<file path="config.mk">
export PLATFORM = sky130hd
export DESIGN_NAME = e_input_cond
export DESIGN_NICKNAME = d
export VERILOG_FILES = /design/src/rtl/e_input_cond.sv
export SDC_FILE = /design/constraint.sdc
export NUM_CORES = 1
export LEC_CHECK = 0
export ABC_AREA = 0
export BUFFER_PORTS_ARGS = -buffer_cell sky130_fd_sc_hd__buf_2
export CAP_MARGIN = 20
export CORE_MARGIN = 1.5
export CORE_UTILIZATION = 54
export CTS_BUF_LIST = sky130_fd_sc_hd__clkbuf_8
export DETAILED_ROUTE_END_ITERATION = 7
export GPL_ROUTABILITY_DRIVEN = 0
export PLACE_DENSITY = 0.87
export SETUP_SLACK_MARGIN = 0.1
export SLEW_MARGIN = 0
export SYNTH_ARGS = -nofsm -noshare
export SYNTH_HDL_FRONTEND = slang
export SYNTH_SLANG_ARGS = --single-unit
</file>
<file path="constraint.sdc">
create_clock -name clk -period 3.1 [get_ports clk]
set_input_delay 0.31 -clock clk [delete_from_list [all_inputs] [get_ports clk]]
set_output_delay 0.31 -clock clk [all_outputs]
set_load 0.03 [all_outputs]
</file>
<file path="src/rtl/e_input_cond.sv">
// e_input_cond: synchronizes and debounces the async enable e, detects its
// qualified edges and captures a/b/c into a valid/ready holding register.
// Optional build macro: E_INPUT_COND_BOTH_EDGE_EN (falling edges also capture).
module e_input_cond #(
  parameter int unsigned WIDTH         = 12,
  parameter int unsigned SYNC_STAGES   = 2,
  parameter int unsigned STABLE_CYCLES = 3
) (
  input  logic             clk,
  input  logic             rst_n,
  input  logic             e_async,
  input  logic [WIDTH-1:0] a_in,
  input  logic [WIDTH-1:0] b_in,
  input  logic [WIDTH-1:0] c_in,
  input  logic             out_ready,
  output logic             e_clean,
  output logic             e_rise,
  output logic             out_valid,
  output logic [WIDTH-1:0] a_out,
  output logic [WIDTH-1:0] b_out,
  output logic [WIDTH-1:0] c_out,
  output logic [7:0]       drop_cnt
);

  typedef enum logic [1:0] {
    LOW_STABLE,
    CONFIRM_HIGH,
    HIGH_STABLE,
    CONFIRM_LOW
  } state_t;

  logic [SYNC_STAGES-1:0] sync_q;
  logic                   e_s;
  state_t                 state, state_nxt;
  logic [3:0]             cnt, cnt_nxt;
  logic                   clean_nxt;
  logic                   handshake;
  logic                   cap_evt;

  assign e_s = sync_q[SYNC_STAGES-1];

  // Synchronizer chain on the raw enable.
  always_ff @(posedge clk or negedge rst_n) begin
    if (!rst_n) sync_q <= '0;
    else        sync_q <= {sync_q[SYNC_STAGES-2:0], e_async};
  end

  // Filter state, counter and the clean level; edge pulses come from the
  // next-state level so e_rise lines up with the e_clean transition.
  always_ff @(posedge clk or negedge rst_n) begin
    if (!rst_n) begin
      state   <= LOW_STABLE;
      cnt     <= '0;
      e_clean <= 1'b0;
      e_rise  <= 1'b0;
    end else begin
      state   <= state_nxt;
      cnt     <= cnt_nxt;
      e_clean <= clean_nxt;
      e_rise  <= clean_nxt & ~e_clean;
    end
  end

  // Filter next-state: a level change must persist STABLE_CYCLES samples.
  always_comb begin
    state_nxt = state;
    cnt_nxt   = cnt;
    clean_nxt = e_clean;
    unique case (state)
      LOW_STABLE: begin
        if (e_s) begin
          state_nxt = CONFIRM_HIGH;
          cnt_nxt   = 4'd1;
        end
      end
      CONFIRM_HIGH: begin
        if (!e_s) begin
          state_nxt = LOW_STABLE;
          cnt_nxt   = '0;
        end else if (cnt == 4'(STABLE_CYCLES)) begin
          state_nxt = HIGH_STABLE;
          cnt_nxt   = '0;
          clean_nxt = 1'b1;
        end else begin
          cnt_nxt = cnt + 4'd1;
        end
      end
      HIGH_STABLE: begin
        if (!e_s) begin
          state_nxt = CONFIRM_LOW;
          cnt_nxt   = 4'd1;
        end
      end
      CONFIRM_LOW: begin
        if (e_s) begin
          state_nxt = HIGH_STABLE;
          cnt_nxt   = '0;
        end else if (cnt == 4'(STABLE_CYCLES)) begin
          state_nxt = LOW_STABLE;
          cnt_nxt   = '0;
          clean_nxt = 1'b0;
        end else begin
          cnt_nxt = cnt + 4'd1;
        end
      end
      default: begin
        state_nxt = LOW_STABLE;
        cnt_nxt   = '0;
      end
    endcase
  end

`ifdef E_INPUT_COND_BOTH_EDGE_EN
  logic e_fall;

  // Falling-edge pulse, used only to trigger captures.
  always_ff @(posedge clk or negedge rst_n) begin
    if (!rst_n) e_fall <= 1'b0;
    else        e_fall <= ~clean_nxt & e_clean;
  end

  assign cap_evt = e_rise | e_fall;
`else
  assign cap_evt = e_rise;
`endif

  assign handshake = out_valid & out_ready;

  // Holding register: capture on an edge event when empty or being drained,
  // otherwise count the lost capture (saturating).
  always_ff @(posedge clk or negedge rst_n) begin
    if (!rst_n) begin
      out_valid <= 1'b0;
      a_out     <= '0;
      b_out     <= '0;
      c_out     <= '0;
      drop_cnt  <= '0;
    end else if (cap_evt) begin
      if (!out_valid || handshake) begin
        a_out     <= a_in;
        b_out     <= b_in;
        c_out     <= c_in;
        out_valid <= 1'b1;
      end else if (drop_cnt != 8'hFF) begin
        drop_cnt <= drop_cnt + 8'd1;
      end
    end else if (handshake) begin
      out_valid <= 1'b0;
    end
  end

endmodule

</file>
==> flow_summary.html, run 1 <==
<table>
<tr><th>Metric</th><th>Value</th></tr>
<tr><th colspan="2">Worst setup path</th></tr>
<tr><td>Register-to-Register Path Depth</td><td>3</td></tr>
<tr><td>Crit-path max cell delay</td><td>0.60 ns</td></tr>
<tr><td>Critical Path Source Type</td><td>flip-flop</td></tr>
<tr><td>Slowest cell on the critical path</td><td>sky130_fd_sc_hd__nand2_2</td></tr>
<tr><td>Crit Path Class</td><td>reg -&gt; reg</td></tr>
<tr><td>Crit path max fanout</td><td>36</td></tr>
<tr><td>Worst endpoint data arrival time</td><td>1.87 ns</td></tr>
<tr><td>Element type at the critical path end</td><td>flip-flop</td></tr>
<tr><td>Required time of the worst setup path</td><td>3.30 ns</td></tr>
<tr><td>Critical-path cell list</td><td>nand2b_1, nand2_2, mux2_2</td></tr>
<tr><th colspan="2">Synth</th></tr>
<tr><td>Count of state elements after synthesis</td><td>55</td></tr>
<tr><td>Cell taking the most area after synthesis</td><td>sky130_fd_sc_hd__dfrtp_1</td></tr>
<tr><td>Post-synth ARST share</td><td>100%</td></tr>
<tr><td>Distinct cells, synth</td><td>30</td></tr>
<tr><td>Synthesized instance count</td><td>155</td></tr>
<tr><td>Average size of a mapped cell</td><td>14.4 um^2</td></tr>
<tr><td>Count of synthesis-stage warnings from yosys</td><td>0</td></tr>
<tr><td>Area share of the largest cell type after synthesis</td><td>61.6%</td></tr>
<tr><td>Register area share after synthesis</td><td>61.6%</td></tr>
<tr><td>Most used standard cell by instance count after synthesis</td><td>sky130_fd_sc_hd__dfrtp_1</td></tr>
<tr><td>Number of enable flip-flop cells after synthesis</td><td>0</td></tr>
<tr><td>Ranking of synthesized cells by area</td><td>sky130_fd_sc_hd__dfrtp_1 (62%), sky130_fd_sc_hd__mux2_2 (20%), sky130_fd_sc_hd__buf_6 (1.5%)</td></tr>
<tr><td>Netlist Area Pre-Place</td><td>between 0.002 and 0.0025 mm^2</td></tr>
<tr><td>Most numerous cell types in the synthesized netlist</td><td>sky130_fd_sc_hd__dfrtp_1 (55), sky130_fd_sc_hd__mux2_2 (40), sky130_fd_sc_hd__nand2_1 (8)</td></tr>
<tr><td>Mapped Nets</td><td>about 200</td></tr>
<tr><td>Primary flip-flop cell chosen by synthesis mapping</td><td>sky130_fd_sc_hd__dfrtp_1</td></tr>
<tr><th colspan="2">GRT</th></tr>
<tr><td>Busiest grt layer</td><td>met2</td></tr>
<tr><td>Overall track demand over capacity in global routing</td><td>18.1%</td></tr>
<tr><td>Met1 usage</td><td>20.8%</td></tr>
<tr><td>Leftover overflow at the end of global routing</td><td>0</td></tr>
<tr><td>Met3 Usage GRT</td><td>7.00%</td></tr>
<tr><td>First-pass GRT wire length</td><td>between 5000 and 6000 um</td></tr>
<tr><td>Number of global-route vias before repair</td><td>1339</td></tr>
<tr><td>Largest net degree at the start of global routing</td><td>37</td></tr>
<tr><td>Met2 capacity usage during global routing</td><td>a little under a third</td></tr>
<tr><td>Antenna violations before repair</td><td>0</td></tr>
<tr><th colspan="2">Timing</th></tr>
<tr><td>Final Cycle Share</td><td>53.8%</td></tr>
<tr><td>Pin slew with the least headroom to its limit</td><td>~0.82 ns</td></tr>
<tr><td>Setup Skew</td><td>0.0107 ns</td></tr>
<tr><td>Maximum clock frequency</td><td>600 MHz</td></tr>
<tr><td>Setup ws final</td><td>~1.4 ns</td></tr>
<tr><td>Total of endpoints with negative setup slack in the final report</td><td>0</td></tr>
<tr><td>Setup repair after global routing missed its margin</td><td>false</td></tr>
<tr><td>Number of endpoints with negative hold slack in the final report</td><td>0</td></tr>
<tr><td>Smallest hold slack</td><td>~0.099 ns</td></tr>
<tr><td>Min cycle time layout</td><td>1.67 ns</td></tr>
<tr><td>Worst slew margin</td><td>45.4%</td></tr>
<tr><td>Setup total negative slack</td><td>0 ns</td></tr>
<tr><td>Number of pins with negative max-slew slack in the final report</td><td>0</td></tr>
<tr><th colspan="2">Floorplan</th></tr>
<tr><td>Overall die height</td><td>67.3 um</td></tr>
<tr><td>Die X</td><td>approximately 67 um</td></tr>
<tr><td>Top Ports</td><td>87</td></tr>
<tr><td>Floorplan Core Area</td><td>between 0.004 and 0.005 mm^2</td></tr>
<tr><td>Starting density of the core</td><td>between 50% and 60%</td></tr>
<tr><td>Die area</td><td>0.00453 mm^2</td></tr>
<tr><td>Num rows</td><td>23</td></tr>
<tr><th colspan="2">Place</th></tr>
<tr><td>Post-place setup slack</td><td>1.34 ns</td></tr>
<tr><td>Input/output buffers</td><td>86</td></tr>
<tr><td>Inst Count DP</td><td>289</td></tr>
<tr><td>Detailed Place HPWL</td><td>about 3100 um</td></tr>
<tr><th colspan="2">Detailed routing</th></tr>
<tr><td>Total vias in the final route</td><td>1563</td></tr>
<tr><td>Routed wire length per instance</td><td>13.8 um</td></tr>
<tr><td>WL final</td><td>4130 um</td></tr>
<tr><td>DRT antenna net count</td><td>0</td></tr>
<tr><td>Initial DRC Count</td><td>around 80</td></tr>
<tr><td>Via/cell ratio</td><td>5.24</td></tr>
<tr><td>Number of iterations in the first detailed-routing pass</td><td>4</td></tr>
<tr><td># DRC</td><td>0</td></tr>
<tr><th colspan="2">CTS</th></tr>
<tr><td>TritonCTS clock tree</td><td>done</td></tr>
<tr><td>Clk Tree Root Cell</td><td>sky130_fd_sc_hd__clkbuf_8</td></tr>
<tr><td>Clk_lat worst skew</td><td>0.32 ns</td></tr>
<tr><td>TritonCTS buffer count</td><td>5</td></tr>
<tr><td>Maximum clock insertion buffer count</td><td>2</td></tr>
<tr><td>Clock transition at the registers of the reported paths</td><td>0.09 ns</td></tr>
<tr><td>Clock H-tree levels</td><td>2</td></tr>
<tr><td>Number of gates given a new drive strength after cts</td><td>0</td></tr>
<tr><td>Number of sinks driven by the clock tree</td><td>55</td></tr>
<tr><td>Buffers inserted by post-CTS timing repair</td><td>0</td></tr>
<tr><th colspan="2">Layout</th></tr>
<tr><td>Final instance count without filler cells</td><td>~300</td></tr>
<tr><td>Share of layout cells above drive strength 1</td><td>a little under three fifths</td></tr>
<tr><td>Antenna diode count</td><td>0</td></tr>
<tr><td>Layout overhead on the synthesized area</td><td>26.6%</td></tr>
<tr><td>Number of nets in the finished design</td><td>289</td></tr>
<tr><th colspan="2">Outcome</th></tr>
<tr><td>Status</td><td>finished, final reports clean</td></tr>
<tr><th colspan="2">Power</th></tr>
<tr><td>VDD IR max</td><td>0.000359 V</td></tr>
<tr><td>Leak pwr</td><td>between 1.5 and 2 nW</td></tr>
<tr><td>Power per cell area</td><td>about 800 mW/mm^2</td></tr>
<tr><th colspan="2">Run</th></tr>
<tr><td>Max-cap violations</td><td>0</td></tr>
<tr><th colspan="2">Worst hold path</th></tr>
<tr><td>Worst hold path class</td><td>in -&gt; reg</td></tr>
<tr><td>Hold Path Depth</td><td>1</td></tr>
</table>
[per-layer routing]
metal  part of all wire [%]  up-vias
met5                      0        -
li1                       -      738
met3                    7.1        6
met2                     51       48
met1                     40      771
met4                    1.2        0
[final cells by class]
cell class / instances / area (um^2)
Tap cell: 50 / 62.6
Clock inverter: 3 / 47.5
Sequential cell: 55 / 1380
Inverter: 4 / 15.0
Timing Repair Buffer: 88 / 448
Multi-Input combinational cell: 93 / 808
Fill cell: 287 / 1170
Clock buffer: 5 / 68.8
[timing repair]
| action | in CTS | in global routing |
|---|---|---|
| hold buffers | 1 | 0 |
| hold endpoints to repair | 26 | 0 |
| endpoints found under the setup margin | 0 | 0 |
[path summary, 6_finish.rpt]
kind                       startpoint        end  slack (ns)
setup / recovery            out_valid   b_out[4]        1.43
min in group asynchronous       rst_n  b_out[10]        0.51
setup reg to reg            out_valid   b_out[4]        1.43
hold / removal                e_async  sync_q[0]         0.1
hold reg to reg             sync_q[0]  sync_q[1]        0.36
max in group asynchronous       rst_n     e_rise        1.82
[layout by cell type, fill, tap and decap left out, types with 2 or more instances in the layout]
cell type	synthesis	layout
sky130_fd_sc_hd__a21boi_0	2	2
sky130_fd_sc_hd__buf_2	0	86
sky130_fd_sc_hd__clkbuf_8	0	5
sky130_fd_sc_hd__dfrtp_1	55	55
sky130_fd_sc_hd__ha_1	2	2
sky130_fd_sc_hd__inv_1	4	4
sky130_fd_sc_hd__mux2_2	40	40
sky130_fd_sc_hd__nand2_1	8	8
sky130_fd_sc_hd__nand2b_1	3	3
sky130_fd_sc_hd__nand3_1	4	4
sky130_fd_sc_hd__nand4_1	3	3
sky130_fd_sc_hd__nor2_1	2	2
sky130_fd_sc_hd__nor3_1	4	4
sky130_fd_sc_hd__o21ai_0	4	4
sky130_fd_sc_hd__o22ai_1	2	2
sky130_fd_sc_hd__xnor2_1	3	3
sky130_fd_sc_hd__xor2_1	2	2
[registers in the layout, summed over array words and instances (netlist names), 2 cells and up, named ones only]
name,cells
sync_q,2
b_out,12
a_out,12
cnt,4
c_out,12
drop_cnt,8
[kinds of logic (layout without fill, tap and decap cells)]
group           count (synthesis)  after routing  synth area share [%]
mux                            41             41                  20.6
compound gates                 13             13                  4.03
xor+xnor                        5              5                  1.96
fa+ha+maj                       2              2                  1.12
simple gates                   32             32                  8.46
flops                          55             55                  61.6
buf+inv                         7            100                  2.18
[report_power, final]
part	switching, mW	internal [mW]	total, mW
logic	0.473	0.265	0.738
clock network	0.234	0.245	0.479
registers	0.107	0.894	1.00
[critical path, delay by kind of cell, from the launching register on]
kind / cells / cell delay (ns)
DFF: 1 / 0.42
and+or+nand+nor: 2 / 0.70
muxes: 1 / 0.42
[stage by stage]
stage               cell area, um^2  total power [mW]  utilization [%]
floorplan                      2230              1.51                -
detailed placement             2700              1.76             67.5
global placement               2700              1.73             67.5
finish                         2830              2.22             70.7
CTS                            2830              2.25             70.7
global route                   2830              2.34             70.7
Power figures use the tool's default switching activity.
==> run 2, diff against run 1 <==
--- a/config.mk
+++ b/config.mk
@@ -9,11 +9,11 @@
 export BUFFER_PORTS_ARGS = -buffer_cell sky130_fd_sc_hd__buf_2
 export CAP_MARGIN = 20
 export CORE_MARGIN = 1.5
-export CORE_UTILIZATION = 54
+export CORE_UTILIZATION = 45
 export CTS_BUF_LIST = sky130_fd_sc_hd__clkbuf_8
 export DETAILED_ROUTE_END_ITERATION = 7
 export GPL_ROUTABILITY_DRIVEN = 0
-export PLACE_DENSITY = 0.87
+export PLACE_DENSITY = 0.78
 export SETUP_SLACK_MARGIN = 0.1
 export SLEW_MARGIN = 0
 export SYNTH_ARGS = -nofsm -noshare
==> constraint.sdc (replaced) <==
create_clock -name clk -period 1.4 [get_ports clk]
set_input_delay 0.14 -clock clk [delete_from_list [all_inputs] [get_ports clk]]
set_output_delay 0.14 -clock clk [all_outputs]
set_load 0.03 [all_outputs]
==> run 2 against run 1 <==
Against the previous run:
- flip-flop and latch count did not move
- sequential share of layout area fell by 2.4 points
- non-clock buffer count rose by 10
- die area rose by 19%
- wire length rose by 8.0%
- clock power rose by 110%
- hold slack got worse by 0.049 ns
- global-route usage fell by 1.6 points
- sequential power rose by 120%
- via count rose by 3.9%
- critical path depth did not move
==> flow_summary.html, run 2 (synthesis gave the netlist of run 1 again) <==
<table>
<tr><th>Metric</th><th>Value</th></tr>
<tr><th colspan="2">Timing</th></tr>
<tr><td>Total of endpoints with negative setup slack in the final report</td><td>0</td></tr>
<tr><td>Setup total negative slack</td><td>0 ns</td></tr>
<tr><td>Final Cycle Share</td><td>92.7%</td></tr>
<tr><td>Setup repair after global routing missed its margin</td><td>true</td></tr>
<tr><td>Number of pins with negative max-slew slack in the final report</td><td>0</td></tr>
<tr><td>Setup Skew</td><td>0.00839 ns</td></tr>
<tr><td>Min cycle time layout</td><td>1.30 ns</td></tr>
<tr><td>Smallest hold slack</td><td>approximately 0.05 ns</td></tr>
<tr><td>Maximum clock frequency</td><td>771 MHz</td></tr>
<tr><td>Pin slew with the least headroom to its limit</td><td>between 0.3 and 0.4 ns</td></tr>
<tr><td>Worst slew margin</td><td>77.0%</td></tr>
<tr><td>Number of endpoints with negative hold slack in the final report</td><td>0</td></tr>
<tr><th colspan="2">Detailed routing</th></tr>
<tr><td>WL final</td><td>roughly 4500 um</td></tr>
<tr><td>Initial DRC Count</td><td>63</td></tr>
<tr><td>Via/cell ratio</td><td>around 5.0</td></tr>
<tr><td>Total vias in the final route</td><td>1624</td></tr>
<tr><td>DRT antenna net count</td><td>0</td></tr>
<tr><td>Number of iterations in the first detailed-routing pass</td><td>4</td></tr>
<tr><td># DRC</td><td>0</td></tr>
<tr><td>Routed wire length per instance</td><td>13.7 um</td></tr>
<tr><th colspan="2">Place</th></tr>
<tr><td>Input/output buffers</td><td>86</td></tr>
<tr><td>Detailed Place HPWL</td><td>3140 um</td></tr>
<tr><th colspan="2">Power</th></tr>
<tr><td>Net switching power figure</td><td>1.80 mW</td></tr>
<tr><td>Power per cell area</td><td>1650 mW/mm^2</td></tr>
<tr><td>VDD IR max</td><td>0.00119 V</td></tr>
<tr><td>Cell-internal power</td><td>3.13 mW</td></tr>
<tr><td>Leak pwr</td><td>1.59 nW</td></tr>
<tr><td>Part of the power in the clock network</td><td>20.7%</td></tr>
<tr><td>Switch share</td><td>36.6%</td></tr>
<tr><td>Final Power</td><td>4.93 mW</td></tr>
<tr><td>Share of power burned in combinational logic</td><td>between 30% and 40%</td></tr>
<tr><td>Fraction of power consumed by sequential logic</td><td>about 45%</td></tr>
<tr><th colspan="2">Outcome</th></tr>
<tr><td>Status</td><td>finished, final reports clean</td></tr>
<tr><th colspan="2">GRT</th></tr>
<tr><td>Met1 usage</td><td>19.0%</td></tr>
<tr><td>Overall track demand over capacity in global routing</td><td>16.6%</td></tr>
<tr><td>Antenna violations before repair</td><td>0</td></tr>
<tr><td>Busiest grt layer</td><td>met2</td></tr>
<tr><td>Met2 capacity usage during global routing</td><td>28.7%</td></tr>
<tr><td>Number of global-route vias before repair</td><td>1533</td></tr>
<tr><td>First-pass GRT wire length</td><td>~6700 um</td></tr>
<tr><td>Largest net degree at the start of global routing</td><td>56</td></tr>
<tr><td>Met3 Usage GRT</td><td>4.12%</td></tr>
<tr><td>Leftover overflow at the end of global routing</td><td>0</td></tr>
<tr><th colspan="2">Layout</th></tr>
<tr><td>Share of layout cells above drive strength 1</td><td>63.0%</td></tr>
<tr><td>Multi-input gate area</td><td>833 um^2</td></tr>
<tr><td>Biggest regs</td><td>a_out (12), b_out (12), c_out (12)</td></tr>
<tr><td>Count of filler cells inserted in the layout</td><td>409</td></tr>
<tr><td>Number of nets in the finished design</td><td>299</td></tr>
<tr><td>Most common library cell in the layout ignoring fill and taps</td><td>sky130_fd_sc_hd__buf_2</td></tr>
<tr><td>Core occupancy in the finished layout</td><td>63.0%</td></tr>
<tr><td>Sequential cell area</td><td>0.00139 mm^2</td></tr>
<tr><td>Commonest non-fill, non-tap cells in the layout</td><td>sky130_fd_sc_hd__buf_2 (86), sky130_fd_sc_hd__dfrtp_1 (46), sky130_fd_sc_hd__mux2_2 (40)</td></tr>
<tr><td>Antenna diode count</td><td>0</td></tr>
<tr><td>Layout overhead on the synthesized area</td><td>34.1%</td></tr>
<tr><th colspan="2">Floorplan</th></tr>
<tr><td>Starting density of the core</td><td>47.0%</td></tr>
<tr><td>Die X</td><td>73.5 um</td></tr>
<tr><td>Overall die height</td><td>73.5 um</td></tr>
<tr><td>Num rows</td><td>25</td></tr>
<tr><td>Top Ports</td><td>87</td></tr>
<tr><td>Floorplan Core Area</td><td>0.00475 mm^2</td></tr>
<tr><td>Die area</td><td>0.00539 mm^2</td></tr>
<tr><th colspan="2">CTS</th></tr>
<tr><td>Clock transition at the registers of the reported paths</td><td>about 0.1 ns</td></tr>
<tr><td>Clk_lat worst skew</td><td>0.31 ns</td></tr>
<tr><td>TritonCTS clock tree</td><td>done</td></tr>
<tr><td>TritonCTS buffer count</td><td>5</td></tr>
<tr><td>Maximum clock insertion buffer count</td><td>2</td></tr>
<tr><td>Clk Tree Root Cell</td><td>sky130_fd_sc_hd__clkbuf_8</td></tr>
<tr><td>Clock H-tree levels</td><td>2</td></tr>
<tr><td>Number of sinks driven by the clock tree</td><td>55</td></tr>
<tr><th colspan="2">Worst setup path</th></tr>
<tr><td>Worst endpoint data arrival time</td><td>1.50 ns</td></tr>
<tr><td>Slowest cell on the critical path</td><td>sky130_fd_sc_hd__dfrtp_2</td></tr>
<tr><td>Worst path bufs/invs</td><td>0</td></tr>
<tr><td>Element type at the critical path end</td><td>flip-flop</td></tr>
<tr><td>Required time of the worst setup path</td><td>1.60 ns</td></tr>
<tr><td>Crit-path max cell delay</td><td>0.40 ns</td></tr>
<tr><td>Critical-path cell list</td><td>nand3b_1, nor4_2, mux2_2</td></tr>
<tr><td>Instance count on the critical path</td><td>3</td></tr>
<tr><td>Critical Path Source Type</td><td>flip-flop</td></tr>
<tr><td>Family with the most delay on the worst path</td><td>simple AND/OR/NAND/NOR gates</td></tr>
<tr><td>Crit path max fanout</td><td>4</td></tr>
<tr><td>Register-to-Register Path Depth</td><td>3</td></tr>
<tr><td>Worst setup slack for register-to-register paths</td><td>between 0.1 and 0.15 ns</td></tr>
<tr><td>Crit Path Class</td><td>reg -&gt; reg</td></tr>
<tr><th colspan="2">Worst hold path</th></tr>
<tr><td>Hold Path Depth</td><td>2</td></tr>
<tr><td>Worst hold path class</td><td>in -&gt; reg</td></tr>
<tr><th colspan="2">Run</th></tr>
<tr><td>Max-cap violations</td><td>0</td></tr>
</table>
run 2: cell count changes in the layout (fill, tap and decap cells not counted), sizes merged:
cell	change
clkinv	-1
buf	+8
clkbuf	+1
dlygate4sd3	+1
inv	-1
clkinvlp	+1
run 2: cell type report:
cell class / instances / share of cell area, %
multi-input cells: 93 / 27.8
flip-flops and latches: 55 / 46.3
clock buffers: 5 / 2.30
inverters: 4 / 0.501
repair buffers: 98 / 19.0
well taps: 67 / 2.80
clock inverters: 2 / 1.25
run 2: routing by layer:
layer | routed length [um] | part of all wire (%)
met3 | 244 | 5.5
met2 | 2320 | 52
met5 | 0 | 0
met4 | 83 | 1.9
met1 | 1800 | 40
run 2: repair_timing:
item / 4_1_cts / 5_1_grt
hold buffers: 2 / 0
cloned: 0 / 1
buffers inserted: 4 / 1
endpoints found under the hold margin: 56 / 0
endpoints found under the setup margin: 2 / 43
pin swaps: 1 / 0
gates resized for setup: 0 / 2
run 2: stage by stage:
stage | area (um^2) | cells | worst slack [ns]
6_report | 2990 | 324 | 0.102
5_1_grt | 2990 | 324 | 0.0342
4_1_cts | 2950 | 322 | 0.0877
3_5_place_dp | 2800 | 309 | 0.0865
3_3_place_gp | 2800 | 309 | 0.125
2_1_floorplan | 2260 | 155 | 0.0373
run 2: power by group through the flow:
| stage | clock (mW) | sequential, mW | combinational, mW |
|---|---|---|---|
| global route | 1.09 | 2.27 | 1.81 |
| finish | 1.02 | 2.21 | 1.70 |
| floorplan | 0 | 2.92 | 0.425 |
| CTS | 1.06 | 2.22 | 1.68 |
| global placement | 0 | 2.22 | 1.63 |
| detailed placement | 0 | 2.25 | 1.67 |
run 2: worst paths after layout:
| kind | startpoint | to |
|---|---|---|
| worst max-delay path | e_rise | drop_cnt[7] |
| worst min-delay path | c_in[1] | c_out[1] |
| worst max register to register | e_rise | drop_cnt[7] |
| worst min register to register | sync_q[0] | sync_q[1] |
| max in group asynchronous | rst_n | drop_cnt[0] |
| min in group asynchronous | rst_n | drop_cnt[7] |
run 2: worst register-to-register path: cells and delay by family, from the launching register on:
family           cells  cell delay [ns]
and+or+nand+nor      2             0.43
muxes                1             0.35
DFF                  1             0.40
